<file path="src/rtl/ucode_pkg.sv">
// Shared types and constants for the microcode dispatcher: FSM state encoding
// and the opcode field position within an instruction word.
package ucode_pkg;

  typedef enum logic [2:0] {
    IDLE,
    ISSUE,
    SETTLE,
    WAIT,
    HALT,
    ERROR
  } dispatch_state_t;

  localparam int         OPCODE_MSB          = 31;
  localparam int         OPCODE_LSB          = 26;
  localparam logic [5:0] HALT_OPCODE_DEFAULT = 6'h3F;

  function automatic logic [5:0] opcode_of(input logic [31:0] word);
    return word[OPCODE_MSB:OPCODE_LSB];
  endfunction

endpackage

</file>
<file path="src/rtl/ucode_instr_fifo.sv">
// Show-ahead instruction FIFO; pointers carry an extra wrap bit so that full
// and empty can be told apart when the address bits match.
module ucode_instr_fifo #(
  parameter int DEPTH = 4,
  parameter int WIDTH = 32
) (
  input  logic             clk,
  input  logic             rst,
  input  logic             push,
  input  logic             pop,
  input  logic [WIDTH-1:0] din,
  output logic [WIDTH-1:0] dout,
  output logic             full,
  output logic             empty
);

  localparam int AW = $clog2(DEPTH);

  logic [WIDTH-1:0] mem_q [DEPTH];
  logic [AW:0]      wr_ptr_q, wr_ptr_d;
  logic [AW:0]      rd_ptr_q, rd_ptr_d;
  logic             do_push;
  logic             do_pop;

  assign empty = (wr_ptr_q == rd_ptr_q);
  assign full  = (wr_ptr_q[AW] != rd_ptr_q[AW]) &&
                 (wr_ptr_q[AW-1:0] == rd_ptr_q[AW-1:0]);
  assign dout  = mem_q[rd_ptr_q[AW-1:0]];

  always_comb begin
    do_push  = push && !full;
    do_pop   = pop && !empty;
    wr_ptr_d = do_push ? wr_ptr_q + (AW+1)'(1) : wr_ptr_q;
    rd_ptr_d = do_pop  ? rd_ptr_q + (AW+1)'(1) : rd_ptr_q;
  end

  always_ff @(posedge clk or posedge rst) begin
    if (rst) begin
      wr_ptr_q <= '0;
      rd_ptr_q <= '0;
    end else begin
      wr_ptr_q <= wr_ptr_d;
      rd_ptr_q <= rd_ptr_d;
    end
  end

  // Storage carries no reset: only the pointers decide what is valid.
  always_ff @(posedge clk) begin
    if (do_push) mem_q[wr_ptr_q[AW-1:0]] <= din;
  end

endmodule

</file>
<file path="src/rtl/ucode_dispatcher.sv">
// Microcode dispatcher: pops buffered instructions, pulses sos per segment,
// waits for eos behind a one-cycle guard, and traps halt opcodes and hangs.
module ucode_dispatcher
  import ucode_pkg::*;
#(
  parameter int         FIFO_DEPTH     = 4,
  parameter int         TIMEOUT_CYCLES = 256,
  parameter int         CNT_WIDTH      = 16,
  parameter logic [5:0] HALT_OPCODE    = HALT_OPCODE_DEFAULT
) (
  input  logic                 clk,
  input  logic                 rst,
  input  logic                 instr_valid,
  input  logic [31:0]          instr_data,
  output logic                 instr_ready,
  output logic [5:0]           opcode_out,
  output logic                 sos_out,
  input  logic                 eos_in,
  output logic                 busy,
  output logic                 halted,
  output logic                 timeout_err,
  output logic [CNT_WIDTH-1:0] instr_count
);

  localparam int WD_W = $clog2(TIMEOUT_CYCLES + 1);
  localparam logic [WD_W-1:0] WD_LAST = WD_W'(TIMEOUT_CYCLES - 1);

  dispatch_state_t      state_q, state_d;
  logic [5:0]           opcode_q, opcode_d;
  logic                 sos_q, sos_d;
  logic                 busy_q, busy_d;
  logic                 halted_q, halted_d;
  logic                 timeout_q, timeout_d;
  logic [CNT_WIDTH-1:0] count_q, count_d;
  logic [WD_W-1:0]      wdog_q, wdog_d;

  logic        fifo_full, fifo_empty, fifo_pop, fifo_push;
  logic [31:0] fifo_dout;
  logic [5:0]  head_op;
  logic        take_head;

  assign instr_ready = !fifo_full && (state_q != HALT) && (state_q != ERROR);
  assign fifo_push   = instr_valid && instr_ready;
  assign head_op     = opcode_of(fifo_dout);

  ucode_instr_fifo #(
    .DEPTH(FIFO_DEPTH),
    .WIDTH(32)
  ) u_fifo (
    .clk  (clk),
    .rst  (rst),
    .push (fifo_push),
    .pop  (fifo_pop),
    .din  (instr_data),
    .dout (fifo_dout),
    .full (fifo_full),
    .empty(fifo_empty)
  );

  always_comb begin
    state_d   = state_q;
    opcode_d  = opcode_q;
    sos_d     = 1'b0;
    busy_d    = busy_q;
    halted_d  = halted_q;
    timeout_d = timeout_q;
    count_d   = count_q;
    wdog_d    = wdog_q;
    take_head = 1'b0;

    case (state_q)
      IDLE: begin
        take_head = !fifo_empty;
      end
      ISSUE: begin
        state_d = SETTLE;
      end
      // eos_in still reflects the previous segment here, so it is not sampled.
      SETTLE: begin
        state_d = WAIT;
        wdog_d  = '0;
      end
      WAIT: begin
        if (eos_in) begin
          count_d   = count_q + CNT_WIDTH'(1);
          busy_d    = 1'b0;
          state_d   = IDLE;
          take_head = !fifo_empty;
        end else if (wdog_q == WD_LAST) begin
          state_d   = ERROR;
          timeout_d = 1'b1;
          busy_d    = 1'b0;
        end else begin
          wdog_d = wdog_q + WD_W'(1);
        end
      end
      HALT, ERROR: begin
      end
      default: state_d = IDLE;
    endcase

    // Shared by IDLE and the back-to-back retire path in WAIT.
    if (take_head) begin
      opcode_d = head_op;
      if (head_op == HALT_OPCODE) begin
        state_d  = HALT;
        halted_d = 1'b1;
        busy_d   = 1'b0;
      end else begin
        state_d = ISSUE;
        sos_d   = 1'b1;
        busy_d  = 1'b1;
      end
    end
    fifo_pop = take_head;
  end

  always_ff @(posedge clk or posedge rst) begin
    if (rst) begin
      state_q   <= IDLE;
      opcode_q  <= '0;
      sos_q     <= 1'b0;
      busy_q    <= 1'b0;
      halted_q  <= 1'b0;
      timeout_q <= 1'b0;
      count_q   <= '0;
      wdog_q    <= '0;
    end else begin
      state_q   <= state_d;
      opcode_q  <= opcode_d;
      sos_q     <= sos_d;
      busy_q    <= busy_d;
      halted_q  <= halted_d;
      timeout_q <= timeout_d;
      count_q   <= count_d;
      wdog_q    <= wdog_d;
    end
  end

  assign opcode_out  = opcode_q;
  assign sos_out     = sos_q;
  assign busy        = busy_q;
  assign halted      = halted_q;
  assign timeout_err = timeout_q;
  assign instr_count = count_q;

endmodule
</file>
<file path="config.mk">
export PLATFORM = sky130hd
export DESIGN_NAME = ucode_dispatcher
export DESIGN_NICKNAME = d
export VERILOG_FILES = /design/src/rtl/ucode_pkg.sv /design/src/rtl/ucode_instr_fifo.sv /design/src/rtl/ucode_dispatcher.sv
export SDC_FILE = /design/constraint.sdc
export NUM_CORES = 1
export LEC_CHECK = 0
export CAP_MARGIN = 20
export CORE_MARGIN = 3
export CORE_UTILIZATION = 30
export DETAILED_ROUTE_END_ITERATION = 10
export PLACE_DENSITY_LB_ADDON = 0.15
export SETUP_SLACK_MARGIN = 0.05
export SYNTH_ARGS = -nofsm -noshare
export SYNTH_HDL_FRONTEND = slang
export SYNTH_SLANG_ARGS = --single-unit
</file>
<file path="constraint.sdc">
create_clock -name clk -period 2.55 [get_ports clk]
set_input_delay 0.6375 -clock clk [delete_from_list [all_inputs] [get_ports clk]]
set_output_delay 0.6375 -clock clk [all_outputs]
set_load 0.005 [all_outputs]
</file>
==> results.cfg <==
[outcome]
status = finished, final reports clean

[global_routing]
grt_pass1_vias = 1909
grt_max_degree = 23
grt_pass1_wl_mm = 9.584
antenna_found_initial = 0
grt_overflow = 0
grt_use_total = 0.1093

[worst_setup_path]
cp-end-kind = output port
regToRegEndpoint = wdog_q[7]
path_class = reg -> out
crit_path_start_kind = flop
r2r_slack_ns = 0.22
worst-endpoint-arrival_ns = 1.73
cp.required_ns = 1.91
r2r-start = wdog_q[0]
reg2regPathDepth = 8
crit_fanout = 12

[clock_network]
htreeDepth = 3
cts_root_buf = clkbuf_8
clk_latency_ns = 0.34
cts_made_buffers = 9
ctsHoldBuffers = 0
cts.path.max_buffers = 2
post_cts_resized = 0
clkTransAtPathRegs_ns = 0.08
post_cts_buffers = 0
cts.sinks = 68
cts_tree = built

[detailed_routing]
drtIter0Drc = 71
wl_mm = 5.781
vias = 1910
drt_first_pass_iters = 4
post_drt_via_cell_ratio = 4.452
ant_nets = 0
drcViolationCount = 0
wl_per_cell_um = 13.48

[sta]
slew_violations = 0
period_minus_slack_ns = 2.368
fin_skew_ns = 0.01396
setup_viol = 0
hold_viol_final = 0
worstMarginPinSlew_ns = 0.4685
fin_tns_setup_ns = 0
maxSlewHeadroom = 0.6865
timing.fmax_mhz = 422.3
finalCritPeriodShare = 0.9285
rsz0062_at_grt = no
setup_ws_ns = 0.1823

[die]
rows = 36
start_util = 0.3093
core_sq_um = 9774
io_pins = 63
die-area_sq_um = 11320
die_h_um = 106.4
die_w_um = 106.4

[layout]
seq_area_sq_um = 1822
fin_nets = 335
drive_gt1_frac = 0.1689
fillers = 955
final_cell_count_no_fill = 429
syn_to_final_growth_pct = 27.81
diodes = 0
multi_input_area_sq_um = 1114

[place]
hpwl_mm = 4.163
gp_routability_congestion = 0.7614
dp_cells = 413
place_ws_ns = 0.1481
port_buffers = 36

[pwr]
p_leak_nw = 1.578
power.density_nw_per_um2 = 1080
ir_drop_uv = 507.0

[logic_synthesis]
synthCells = 236
synth_cell_types = 45
syn_nets = 280
ys_seq_area_frac = 0.6026
syn_area_sq_um = 3023
ys_warn_count = 0
ys_seq_elements = 68
syn_area_per_cell_sq_um = 12.81
synth_top_area_share = 0.3642
synthArstFlopShare = 0.6471
synthFlopType = dfrtp_1
synth_edf_count = 24
yosysTopAreaCell = dfrtp_1
synth_area_leaders = dfrtp_1 (36%), edfxtp_1 (24%), mux4_2 (4.5%)

[job]
max-cap-violations = 0

[min_path]
worstHoldPathType = reg -> reg
min_path_cells = 1
min_to = instr_count[15]
min-delay-start = instr_count[15]
flip-flops by register name, indices dropped and copies added (netlist names):
| name | count |
|---|---|
| busy | 1 |
| halted | 1 |
| instr_count | 16 |
| opcode_out | 6 |
| sos_out | 1 |
| state_q | 3 |
| timeout_err | 1 |
| u_fifo.mem_q | 24 |
| u_fifo.rd_ptr_q | 3 |
| u_fifo.wr_ptr_q | 3 |
| wdog_q | 9 |
stage by stage:
stage / hold slack (ns) / instance area, sq um / utilization / total power (W)
2_1_floorplan: 0.4485 / 3023 / - / 0.002553
3_3_place_gp: 0.4617 / 3623 / 0.3707 / 0.003139
3_5_place_dp: 0.4622 / 3623 / 0.3707 / 0.003155
4_1_cts: 0.4767 / 3864 / 0.3953 / 0.004236
5_1_grt: 0.4974 / 3864 / 0.3953 / 0.004468
6_report: 0.4667 / 3864 / 0.3953 / 0.004171
cells in the mapped netlist, types with 2 or more instances:
master	number
inv_1	11
xnor2_1	14
nor2_1	16
nand3_1	7
nand2_1	21
o21ai_0	6
nor3_1	6
a21oi_1	3
and3_1	2
and2_1	6
nand4_1	6
edfxtp_1	24
xor2_1	14
buf_2	4
nand2b_1	3
dfrtp_1	44
mux2_2	7
or3_1	3
mux4_2	6
ha_1	8
logic make-up after synthesis:
logic type,Yosys count,synth area share
buf+inv,19,0.02897
mux,13,0.07078
fa+ha+maj,8,0.03311
flops,68,0.6026
xor+xnor,28,0.08113
simple gates,80,0.1362
compound gates,20,0.04719
where the power goes:
part	internal (W)	leakage [nW]	switching, W
Combinational	0.000790	0.688	0.000676
Clock	0.000652	0.120	0.000417
Sequential	0.00143	0.769	0.000211
Total	0.00287	1.58	0.00130
cell usage in the layout, fill, tap and decap left out, types with 2 or more instances in the layout:
cell type and n:
a21oi_1 3, ha_1 8, nor2_1 16, and2_1 6
clkbuf_8 9, dfrtp_1 44, clkinv_4 2, mux2_2 7
clkdlybuf4s50_1 36, inv_1 10, nand2_1 21, buf_4 16
nand2b_1 3, xnor2_1 14, nand3_1 7, nand4_1 6
bufinv_16 3, or3_1 3, edfxtp_1 24, o21ai_0 6
xor2_1 14, and3_1 2, nor3_1 6, mux4_2 6
final cells by class:
| class | instances | area share |
|---|---|---|
| clock buffers | 10 | 0.03303 |
| clock inverters | 6 | 0.02915 |
| inverters | 11 | 0.01069 |
| multi-input cells | 149 | 0.2882 |
| flip-flops and latches | 68 | 0.4715 |
| well taps | 133 | 0.04307 |
| repair buffers | 52 | 0.1244 |
routing by layer:
metal,global-route usage,up-vias,share of wire
met5,0,-,0
met4,0.04718,0,0.017
met3,0.02914,9,0.040
met2,0.1656,31,0.46
met1,0.1471,930,0.48
li1,-,940,-
critical path: stages, from the launching register on:
cell	delay [ns]
dfrtp_1	0.54
nor2b_1	0.13
a31oi_1	0.20
clkdlybuf4s50_1	0.53
how the worst max path moves through the flow:
| stage | start | end | slack [ns] | cells past startpoint |
|---|---|---|---|---|
| 3_5_place_dp | eos_in | state_q[0] | 0.15 | 5 |
| 3_3_place_gp | eos_in | state_q[0] | 0.14 | 5 |
| 5_1_grt | state_q[1] | instr_ready | 0.06 | 3 |
| 6_report | state_q[1] | instr_ready | 0.18 | 3 |
| 2_1_floorplan | wdog_q[0] | wdog_q[7] | 0.21 | 8 |
| 4_1_cts | state_q[1] | instr_ready | 0.13 | 3 |
Power figures use the tool's default switching activity.
